===== config.mk =====
export PLATFORM = sky130hd
export DESIGN_NAME = simon_cfg_axil_master_flat
export DESIGN_NICKNAME = d
export VERILOG_FILES = /design/src/rtl/simon_cfg_axil_master_if.sv /design/src/rtl/simon_cfg_axil_master.sv /design/src/flat_wrapper.sv
export SDC_FILE = /design/constraint.sdc
export NUM_CORES = 1
export LEC_CHECK = 0
export BUFFER_PORTS_ARGS = -buffer_cell sky130_fd_sc_hd__buf_2
export CORE_UTILIZATION = 45
export CTS_BUF_LIST = sky130_fd_sc_hd__clkbuf_16
export DETAILED_ROUTE_END_ITERATION = 12
export PLACE_DENSITY = 0.8
export SETUP_SLACK_MARGIN = 0.15
export SLEW_MARGIN = 25
export SYNTH_ARGS = -nofsm -noshare
export SYNTH_HDL_FRONTEND = slang
export SYNTH_SLANG_ARGS = --single-unit

===== constraint.sdc =====
create_clock -name clk_simon_cfg -period 4.71 [get_ports clk_simon_cfg]
set_clock_uncertainty 0.15 [all_clocks]
set_input_delay 0.2355 -clock clk_simon_cfg [delete_from_list [all_inputs] [get_ports clk_simon_cfg]]
set_output_delay 0.2355 -clock clk_simon_cfg [all_outputs]
set_load 0.01 [all_outputs]

===== src/rtl/simon_cfg_axil_master_if.sv =====
// AXI4-Lite bus bundle between the Simon cfg master and the simon block's cfg slave.
interface simon_cfg_axil_master_if #(
    parameter int CFG_ADDR_WIDTH = 32,
    parameter int CFG_DATA_WIDTH = 32,
    parameter int CFG_PROT_WIDTH = 3,
    parameter int CFG_RESP_WIDTH = 2
);
    logic [CFG_ADDR_WIDTH-1:0]   awaddr;
    logic [CFG_PROT_WIDTH-1:0]   awprot;
    logic                        awvalid;
    logic                        awready;
    logic [CFG_DATA_WIDTH-1:0]   wdata;
    logic [CFG_DATA_WIDTH/8-1:0] wstrb;
    logic                        wvalid;
    logic                        wready;
    logic [CFG_RESP_WIDTH-1:0]   bresp;
    logic                        bvalid;
    logic                        bready;
    logic [CFG_ADDR_WIDTH-1:0]   araddr;
    logic [CFG_PROT_WIDTH-1:0]   arprot;
    logic                        arvalid;
    logic                        arready;
    logic [CFG_DATA_WIDTH-1:0]   rdata;
    logic [CFG_RESP_WIDTH-1:0]   rresp;
    logic                        rvalid;
    logic                        rready;

    modport master (
        output awaddr, awprot, awvalid, input awready,
        output wdata, wstrb, wvalid, input wready,
        input bresp, bvalid, output bready,
        output araddr, arprot, arvalid, input arready,
        input rdata, rresp, rvalid, output rready
    );

    modport slave (
        input awaddr, awprot, awvalid, output awready,
        input wdata, wstrb, wvalid, output wready,
        output bresp, bvalid, input bready,
        input araddr, arprot, arvalid, output arready,
        output rdata, rresp, rvalid, input rready
    );
endinterface


===== src/rtl/simon_cfg_axil_master.sv =====
// AXI4-Lite initiator: one valid/ready register command in, one AXI write or read out, one response back.
// Define SIMON_CFG_MASTER_TIMEOUT_EN to abort transactions stalled for TIMEOUT_CYCLES.
module simon_cfg_axil_master #(
    parameter int CFG_ADDR_WIDTH = 32,
    parameter int CFG_DATA_WIDTH = 32,
    parameter int CFG_STRB_WIDTH = CFG_DATA_WIDTH / 8,
    parameter int CFG_PROT_WIDTH = 3,
    parameter int CFG_RESP_WIDTH = 2,
    parameter int TIMEOUT_CYCLES = 1024
) (
    input  logic                      clk_simon_cfg,
    input  logic                      rst_simon_cfg,
    input  logic                      cmd_valid,
    output logic                      cmd_ready,
    input  logic                      cmd_write,
    input  logic [CFG_ADDR_WIDTH-1:0] cmd_addr,
    input  logic [CFG_DATA_WIDTH-1:0] cmd_wdata,
    input  logic [CFG_STRB_WIDTH-1:0] cmd_wstrb,
    output logic                      rsp_valid,
    input  logic                      rsp_ready,
    output logic [CFG_DATA_WIDTH-1:0] rsp_rdata,
    output logic [CFG_RESP_WIDTH-1:0] rsp_resp,
    output logic                      rsp_timeout,
    simon_cfg_axil_master_if.master   simon_cfg
);
    if (CFG_DATA_WIDTH != 32 && CFG_DATA_WIDTH != 64) begin : g_bad_data_width
        $error("simon_cfg_axil_master: CFG_DATA_WIDTH must be 32 or 64");
    end
    if (TIMEOUT_CYCLES < 2 || TIMEOUT_CYCLES > 65536) begin : g_bad_timeout
        $error("simon_cfg_axil_master: TIMEOUT_CYCLES must fit the 16-bit stall counter");
    end

    typedef enum logic [2:0] {S_IDLE, S_WR, S_WR_B, S_RD_AR, S_RD_R, S_RSP} state_t;

    state_t                    r_state;
    logic [CFG_ADDR_WIDTH-1:0] r_addr;
    logic [CFG_DATA_WIDTH-1:0] r_wdata;
    logic [CFG_STRB_WIDTH-1:0] r_wstrb;
    logic                      r_awvalid, r_wvalid, r_arvalid, r_bready, r_rready;
    logic                      r_aw_done, r_w_done;
    logic                      r_rsp_valid;
    logic [CFG_DATA_WIDTH-1:0] r_rdata;
    logic [CFG_RESP_WIDTH-1:0] r_resp;

    logic w_aw_hs, w_w_hs, w_b_hs, w_ar_hs, w_r_hs, w_aw_fin, w_w_fin;

    assign w_aw_hs  = r_awvalid & simon_cfg.awready;
    assign w_w_hs   = r_wvalid & simon_cfg.wready;
    assign w_b_hs   = r_bready & simon_cfg.bvalid;
    assign w_ar_hs  = r_arvalid & simon_cfg.arready;
    assign w_r_hs   = r_rready & simon_cfg.rvalid;
    assign w_aw_fin = r_aw_done | w_aw_hs;
    assign w_w_fin  = r_w_done | w_w_hs;

`ifdef SIMON_CFG_MASTER_TIMEOUT_EN
    logic [15:0] r_cnt;
    logic        r_timeout;
    logic        w_busy, w_any_hs, w_expired;

    // Valids/readies are low outside the waiting states, so any handshake here belongs to them.
    assign w_busy    = (r_state == S_WR) || (r_state == S_WR_B) ||
                       (r_state == S_RD_AR) || (r_state == S_RD_R);
    assign w_any_hs  = w_aw_hs | w_w_hs | w_b_hs | w_ar_hs | w_r_hs;
    assign w_expired = w_busy & ~w_any_hs & (r_cnt == 16'(TIMEOUT_CYCLES - 1));
    assign rsp_timeout = r_timeout;
`else
    assign rsp_timeout = 1'b0;
`endif

    assign cmd_ready         = (r_state == S_IDLE);
    assign rsp_valid         = r_rsp_valid;
    assign rsp_rdata         = r_rdata;
    assign rsp_resp          = r_resp;
    assign simon_cfg.awaddr  = r_addr;
    assign simon_cfg.awprot  = {CFG_PROT_WIDTH{1'b0}};
    assign simon_cfg.awvalid = r_awvalid;
    assign simon_cfg.wdata   = r_wdata;
    assign simon_cfg.wstrb   = r_wstrb;
    assign simon_cfg.wvalid  = r_wvalid;
    assign simon_cfg.bready  = r_bready;
    assign simon_cfg.araddr  = r_addr;
    assign simon_cfg.arprot  = {CFG_PROT_WIDTH{1'b0}};
    assign simon_cfg.arvalid = r_arvalid;
    assign simon_cfg.rready  = r_rready;

    always_ff @(posedge clk_simon_cfg or posedge rst_simon_cfg) begin
        if (rst_simon_cfg) begin
            r_state     <= S_IDLE;
            r_addr      <= '0;
            r_wdata     <= '0;
            r_wstrb     <= '0;
            r_awvalid   <= 1'b0;
            r_wvalid    <= 1'b0;
            r_arvalid   <= 1'b0;
            r_bready    <= 1'b0;
            r_rready    <= 1'b0;
            r_aw_done   <= 1'b0;
            r_w_done    <= 1'b0;
            r_rsp_valid <= 1'b0;
            r_rdata     <= '0;
            r_resp      <= '0;
`ifdef SIMON_CFG_MASTER_TIMEOUT_EN
            r_cnt       <= '0;
            r_timeout   <= 1'b0;
`endif
        end else begin
`ifdef SIMON_CFG_MASTER_TIMEOUT_EN
            r_cnt <= (w_busy && !w_any_hs) ? r_cnt + 16'd1 : 16'd0;
            if (w_expired) begin
                // Hung responder: drop everything and report a synthetic SLVERR.
                r_awvalid   <= 1'b0;
                r_wvalid    <= 1'b0;
                r_arvalid   <= 1'b0;
                r_bready    <= 1'b0;
                r_rready    <= 1'b0;
                r_rdata     <= '0;
                r_resp      <= CFG_RESP_WIDTH'(2'b10);
                r_timeout   <= 1'b1;
                r_rsp_valid <= 1'b1;
                r_state     <= S_RSP;
            end else
`endif
            case (r_state)
                S_IDLE: begin
                    if (cmd_valid) begin
                        r_addr  <= cmd_addr;
                        r_wdata <= cmd_wdata;
                        r_wstrb <= cmd_wstrb;
`ifdef SIMON_CFG_MASTER_TIMEOUT_EN
                        r_timeout <= 1'b0;
`endif
                        if (cmd_write) begin
                            r_awvalid <= 1'b1;
                            r_wvalid  <= 1'b1;
                            r_aw_done <= 1'b0;
                            r_w_done  <= 1'b0;
                            r_state   <= S_WR;
                        end else begin
                            r_arvalid <= 1'b1;
                            r_state   <= S_RD_AR;
                        end
                    end
                end
                S_WR: begin
                    if (w_aw_hs) begin
                        r_awvalid <= 1'b0;
                        r_aw_done <= 1'b1;
                    end
                    if (w_w_hs) begin
                        r_wvalid <= 1'b0;
                        r_w_done <= 1'b1;
                    end
                    if (w_aw_fin && w_w_fin) begin
                        r_bready <= 1'b1;
                        r_state  <= S_WR_B;
                    end
                end
                S_WR_B: begin
                    if (w_b_hs) begin
                        r_bready    <= 1'b0;
                        r_resp      <= simon_cfg.bresp;
                        r_rdata     <= '0;
                        r_rsp_valid <= 1'b1;
                        r_state     <= S_RSP;
                    end
                end
                S_RD_AR: begin
                    if (w_ar_hs) begin
                        r_arvalid <= 1'b0;
                        r_rready  <= 1'b1;
                        r_state   <= S_RD_R;
                    end
                end
                S_RD_R: begin
                    if (w_r_hs) begin
                        r_rready    <= 1'b0;
                        r_rdata     <= simon_cfg.rdata;
                        r_resp      <= simon_cfg.rresp;
                        r_rsp_valid <= 1'b1;
                        r_state     <= S_RSP;
                    end
                end
                S_RSP: begin
                    if (rsp_ready) begin
                        r_rsp_valid <= 1'b0;
                        r_state     <= S_IDLE;
                    end
                end
                default: r_state <= S_IDLE;
            endcase
        end
    end
endmodule

===== src/flat_wrapper.sv =====
// flat-port wrapper written by rule: the top's interface ports become plain ports
module simon_cfg_axil_master_flat 
#(
    parameter int CFG_ADDR_WIDTH = 32,
    parameter int CFG_DATA_WIDTH = 32,
    parameter int CFG_STRB_WIDTH = CFG_DATA_WIDTH / 8,
    parameter int CFG_PROT_WIDTH = 3,
    parameter int CFG_RESP_WIDTH = 2,
    parameter int TIMEOUT_CYCLES = 1024
)
  (clk_simon_cfg, rst_simon_cfg, cmd_valid, cmd_ready, cmd_write, cmd_addr, cmd_wdata, cmd_wstrb, rsp_valid, rsp_ready, rsp_rdata, rsp_resp, rsp_timeout, simon_cfg_awaddr, simon_cfg_awprot, simon_cfg_awvalid, simon_cfg_awready, simon_cfg_wdata, simon_cfg_wstrb, simon_cfg_wvalid, simon_cfg_wready, simon_cfg_bresp, simon_cfg_bvalid, simon_cfg_bready, simon_cfg_araddr, simon_cfg_arprot, simon_cfg_arvalid, simon_cfg_arready, simon_cfg_rdata, simon_cfg_rresp, simon_cfg_rvalid, simon_cfg_rready);
  simon_cfg_axil_master_if #(.CFG_ADDR_WIDTH(CFG_ADDR_WIDTH), .CFG_DATA_WIDTH(CFG_DATA_WIDTH), .CFG_PROT_WIDTH(CFG_PROT_WIDTH), .CFG_RESP_WIDTH(CFG_RESP_WIDTH)) simon_cfg_i ();
  input  logic clk_simon_cfg;
  input  logic rst_simon_cfg;
  input  logic cmd_valid;
  output logic cmd_ready;
  input  logic cmd_write;
  input  logic [CFG_ADDR_WIDTH-1:0] cmd_addr;
  input  logic [CFG_DATA_WIDTH-1:0] cmd_wdata;
  input  logic [CFG_STRB_WIDTH-1:0] cmd_wstrb;
  output logic rsp_valid;
  input  logic rsp_ready;
  output logic [CFG_DATA_WIDTH-1:0] rsp_rdata;
  output logic [CFG_RESP_WIDTH-1:0] rsp_resp;
  output logic rsp_timeout;
  output wire logic [$bits(simon_cfg_i.awaddr)-1:0] simon_cfg_awaddr;
  output wire logic [$bits(simon_cfg_i.awprot)-1:0] simon_cfg_awprot;
  output wire logic [$bits(simon_cfg_i.awvalid)-1:0] simon_cfg_awvalid;
  input wire logic [$bits(simon_cfg_i.awready)-1:0] simon_cfg_awready;
  output wire logic [$bits(simon_cfg_i.wdata)-1:0] simon_cfg_wdata;
  output wire logic [$bits(simon_cfg_i.wstrb)-1:0] simon_cfg_wstrb;
  output wire logic [$bits(simon_cfg_i.wvalid)-1:0] simon_cfg_wvalid;
  input wire logic [$bits(simon_cfg_i.wready)-1:0] simon_cfg_wready;
  input wire logic [$bits(simon_cfg_i.bresp)-1:0] simon_cfg_bresp;
  input wire logic [$bits(simon_cfg_i.bvalid)-1:0] simon_cfg_bvalid;
  output wire logic [$bits(simon_cfg_i.bready)-1:0] simon_cfg_bready;
  output wire logic [$bits(simon_cfg_i.araddr)-1:0] simon_cfg_araddr;
  output wire logic [$bits(simon_cfg_i.arprot)-1:0] simon_cfg_arprot;
  output wire logic [$bits(simon_cfg_i.arvalid)-1:0] simon_cfg_arvalid;
  input wire logic [$bits(simon_cfg_i.arready)-1:0] simon_cfg_arready;
  input wire logic [$bits(simon_cfg_i.rdata)-1:0] simon_cfg_rdata;
  input wire logic [$bits(simon_cfg_i.rresp)-1:0] simon_cfg_rresp;
  input wire logic [$bits(simon_cfg_i.rvalid)-1:0] simon_cfg_rvalid;
  output wire logic [$bits(simon_cfg_i.rready)-1:0] simon_cfg_rready;
  assign simon_cfg_awaddr = simon_cfg_i.awaddr;
  assign simon_cfg_awprot = simon_cfg_i.awprot;
  assign simon_cfg_awvalid = simon_cfg_i.awvalid;
  assign simon_cfg_i.awready = simon_cfg_awready;
  assign simon_cfg_wdata = simon_cfg_i.wdata;
  assign simon_cfg_wstrb = simon_cfg_i.wstrb;
  assign simon_cfg_wvalid = simon_cfg_i.wvalid;
  assign simon_cfg_i.wready = simon_cfg_wready;
  assign simon_cfg_i.bresp = simon_cfg_bresp;
  assign simon_cfg_i.bvalid = simon_cfg_bvalid;
  assign simon_cfg_bready = simon_cfg_i.bready;
  assign simon_cfg_araddr = simon_cfg_i.araddr;
  assign simon_cfg_arprot = simon_cfg_i.arprot;
  assign simon_cfg_arvalid = simon_cfg_i.arvalid;
  assign simon_cfg_i.arready = simon_cfg_arready;
  assign simon_cfg_i.rdata = simon_cfg_rdata;
  assign simon_cfg_i.rresp = simon_cfg_rresp;
  assign simon_cfg_i.rvalid = simon_cfg_rvalid;
  assign simon_cfg_rready = simon_cfg_i.rready;
  simon_cfg_axil_master #(.CFG_ADDR_WIDTH(CFG_ADDR_WIDTH), .CFG_DATA_WIDTH(CFG_DATA_WIDTH), .CFG_STRB_WIDTH(CFG_STRB_WIDTH), .CFG_PROT_WIDTH(CFG_PROT_WIDTH), .CFG_RESP_WIDTH(CFG_RESP_WIDTH), .TIMEOUT_CYCLES(TIMEOUT_CYCLES)) u_core (.clk_simon_cfg(clk_simon_cfg), .rst_simon_cfg(rst_simon_cfg), .cmd_valid(cmd_valid), .cmd_ready(cmd_ready), .cmd_write(cmd_write), .cmd_addr(cmd_addr), .cmd_wdata(cmd_wdata), .cmd_wstrb(cmd_wstrb), .rsp_valid(rsp_valid), .rsp_ready(rsp_ready), .rsp_rdata(rsp_rdata), .rsp_resp(rsp_resp), .rsp_timeout(rsp_timeout), .simon_cfg(simon_cfg_i));
endmodule

==> run_results.csv <==
group,metric,value,unit
worst_setup_path,crit_path_start_kind,"register",
synth,synthFlopType,"dfrtp_1",
timing,timing.final.hold_violations,0,
cts,cts.sinks,113,
synth,synthArstFlopShare,100,%
route,wl_per_cell,17.6,um
worst_setup_path,crit_start,"u_core.r_state[1]",
cts,h-tree-depth,4,
route,vias,4367,
cts,clk_pin_slew,0.06,ns
cts,cts_inserted_buffers,17,
grt,grtUsageTotal,28.1,%
finish,nets,851,
pwr,power_density,665,nW/um^2
synth,yosysWarnings,0,
synth,synthTopCellsByArea,"dfrtp_1, mux2_2, buf_4, nand3_1, inv_1",
worst_setup_path,critical_path_class,"register to register",
synth,ys_seq_area_share,58.4,%
timing,max_slew.worst_pin.slew,0.788,ns
synth,synth_top_area_cell,"dfrtp_1",
finish,num_antenna_cells,0,
placement,dpl.hpwl,8730,um
worst_hold_path,min_from,"simon_cfg_rresp[1]",
grt,grt_overflow,0,
synth,syn_inst,407,
worst_setup_path,required,4.83,ns
placement,gp_congestion,0.831,
cts,cts_tree,"done",
floorplan,die_w,106,um
finish,fin_cells,886,
placement,port_buffers,254,
placement,pre_cts_ws,1.91,ns
floorplan,start_util,46.7,%
synth,syn_area,4850,sq um
grt,grt_pass1_vias,4465,
pwr,leakagePower,3.76,nW
worst_setup_path,worstSetupEndpointType,"register",
floorplan,rows,37,
pwr,ir_drop,0.485,mV
synth,ys_ff_latch,113,
flow_run,drv_cap,0,
route,drtAntennaViolNets,0,
cts,cts_root_buf,"clkbuf_16",
timing,fin_hold_ws,0.0147,ns
worst_hold_path,min_path_type,"input port to register",
pwr,finalPower,0.00506,W
worst_setup_path,crit_arrival,3.02,ns
route,drtIter0Drc,223,
synth,syn_area_per_cell,11.9,sq um
timing,slew_viol_final,0,
grt,grt_pass1_wl,23700,um
floorplan,die_y,106,um
floorplan,io-pin-count,262,
timing,maxSlewHeadroom,47.5,%
floorplan,die-area,11200,sq um
placement,dpl.cell_count,747,
timing,fmax,346,MHz
route,drc,0,
finish,layout-drive-gt1-share,48.9,%
route,first_pass_iters,7,
cts,cts_buffer_depth,2,
timing,min_period,2.89,ns
cts,clk_latency,0.40,ns
synth,yosysTopAreaCellShare,58.4,%
floorplan,core,10400,sq um
worst_setup_path,critPathMaxFanout,28,
finish,area_growth,57.0,%
timing,rsz0062_at_grt,"false",
timing,setup_tns,0,ns
timing,setup_viol,0,
worst_setup_path,timing.reg2reg.setup_slack,1.82,ns
outcome,status,"completed",
route,vias_per_cell,4.93,
worst_setup_path,reg2reg_from,"u_core.r_state[1]",
synth,synth_edf_count,0,
route,finalWirelength,15600,um
grt,antenna_found_initial,0,
grt,grt_max_degree,69,
synth,synth.most_common_cell,"dfrtp_1",
timing,setup_ws,1.82,ns
timing,fin_crit_sh,61.4,%
synth,synth_common_cells,"dfrtp_1, mux2_2, buf_4",
synth,synthDistinctLibCells,27,
## cell usage in the layout (no fill, tap or decap), drive strengths merged, types with 5 or more instances in the layout
| master | n |
|---|---|
| conb | 7 |
| o21ai | 35 |
| inv | 41 |
| clkbuf | 17 |
| nand3 | 33 |
| dlygate4sd3 | 107 |
| mux2 | 69 |
| buf | 259 |
| dfrtp | 113 |
| a21oi | 16 |
| nor2 | 9 |
| clkinv | 5 |
| nand2 | 11 |
| a31oi | 5 |
## worst paths after layout
kind | endpoint | cells past startpoint
max | u_core.simon_cfg.araddr[19] | 4
min reg2reg | u_core.simon_cfg.wdata[2] | 1
min | u_core.rsp_resp[1] | 3
min in group asynchronous | u_core.simon_cfg.araddr[0] | 3
max in group asynchronous | u_core.rsp_rdata[15] | 4
max reg2reg | u_core.simon_cfg.araddr[19] | 4
## metal layers
layer  wire length [um]  GRT usage, %
met1               5740          29.7
met2               8380          51.4
met3                819          6.56
met4                626          14.8
met5                  0             0
## kinds of logic after synthesis
family	count (synthesis)	synth area share (%)
flip-flops	113	58.4
buffers and inverters	99	11.6
multiplexers	72	16.7
AO/OA/AOI/OAI	61	7.15
AND/OR/NAND/NOR	61	6.15
other	1	0.0774
## area by class of cell
class | count | area [sq um]
timing repair buffer | 366 | 2380
multi-input combinational | 201 | 1480
clock inverter | 15 | 183
clock buffer | 17 | 425
inverter | 38 | 145
tap | 136 | 170
sequential | 113 | 2830
fill | 661 | 2760
## per-stage QoR
step                instance area, sq um  util, %
floorplan                           4870        -
global placement                    5930     57.2
detailed placement                  5930     57.2
CTS                                 7610     73.4
global route                        7610     73.4
finish                              7610     73.4
## flip-flops by register name, indices dropped and copies added, names as in the netlist, 2 cells and up
name,count
u_core.r_state,3
u_core.rsp_rdata,32
u_core.simon_cfg.wstrb,4
u_core.simon_cfg.wdata,32
u_core.rsp_resp,2
u_core.simon_cfg.araddr,32
## report_power, final
group	total [W]	switching, W	internal (W)	leakage, nW
clock network	0.00130	0.000462	0.000836	0.286
logic	0.00200	0.00108	0.000922	2.07
registers	0.00176	0.000341	0.00141	1.41
total	0.00506	0.00188	0.00317	3.76
## what timing repair did
item                                    4_1_cts  5_1_grt
hold buffers                                107        0
buffers inserted                              0        0
hold endpoints to repair                    170        0
gates resized for setup                       0        0
endpoints found under the setup margin        0        0
## critical path: stages, from the launching register on
cell and delay [ns]:
dfrtp_1 0.48, nor2_1 0.52, and3_2 0.73, buf_4 0.45, mux2_2 0.41
Power figures use the tool's default switching activity.
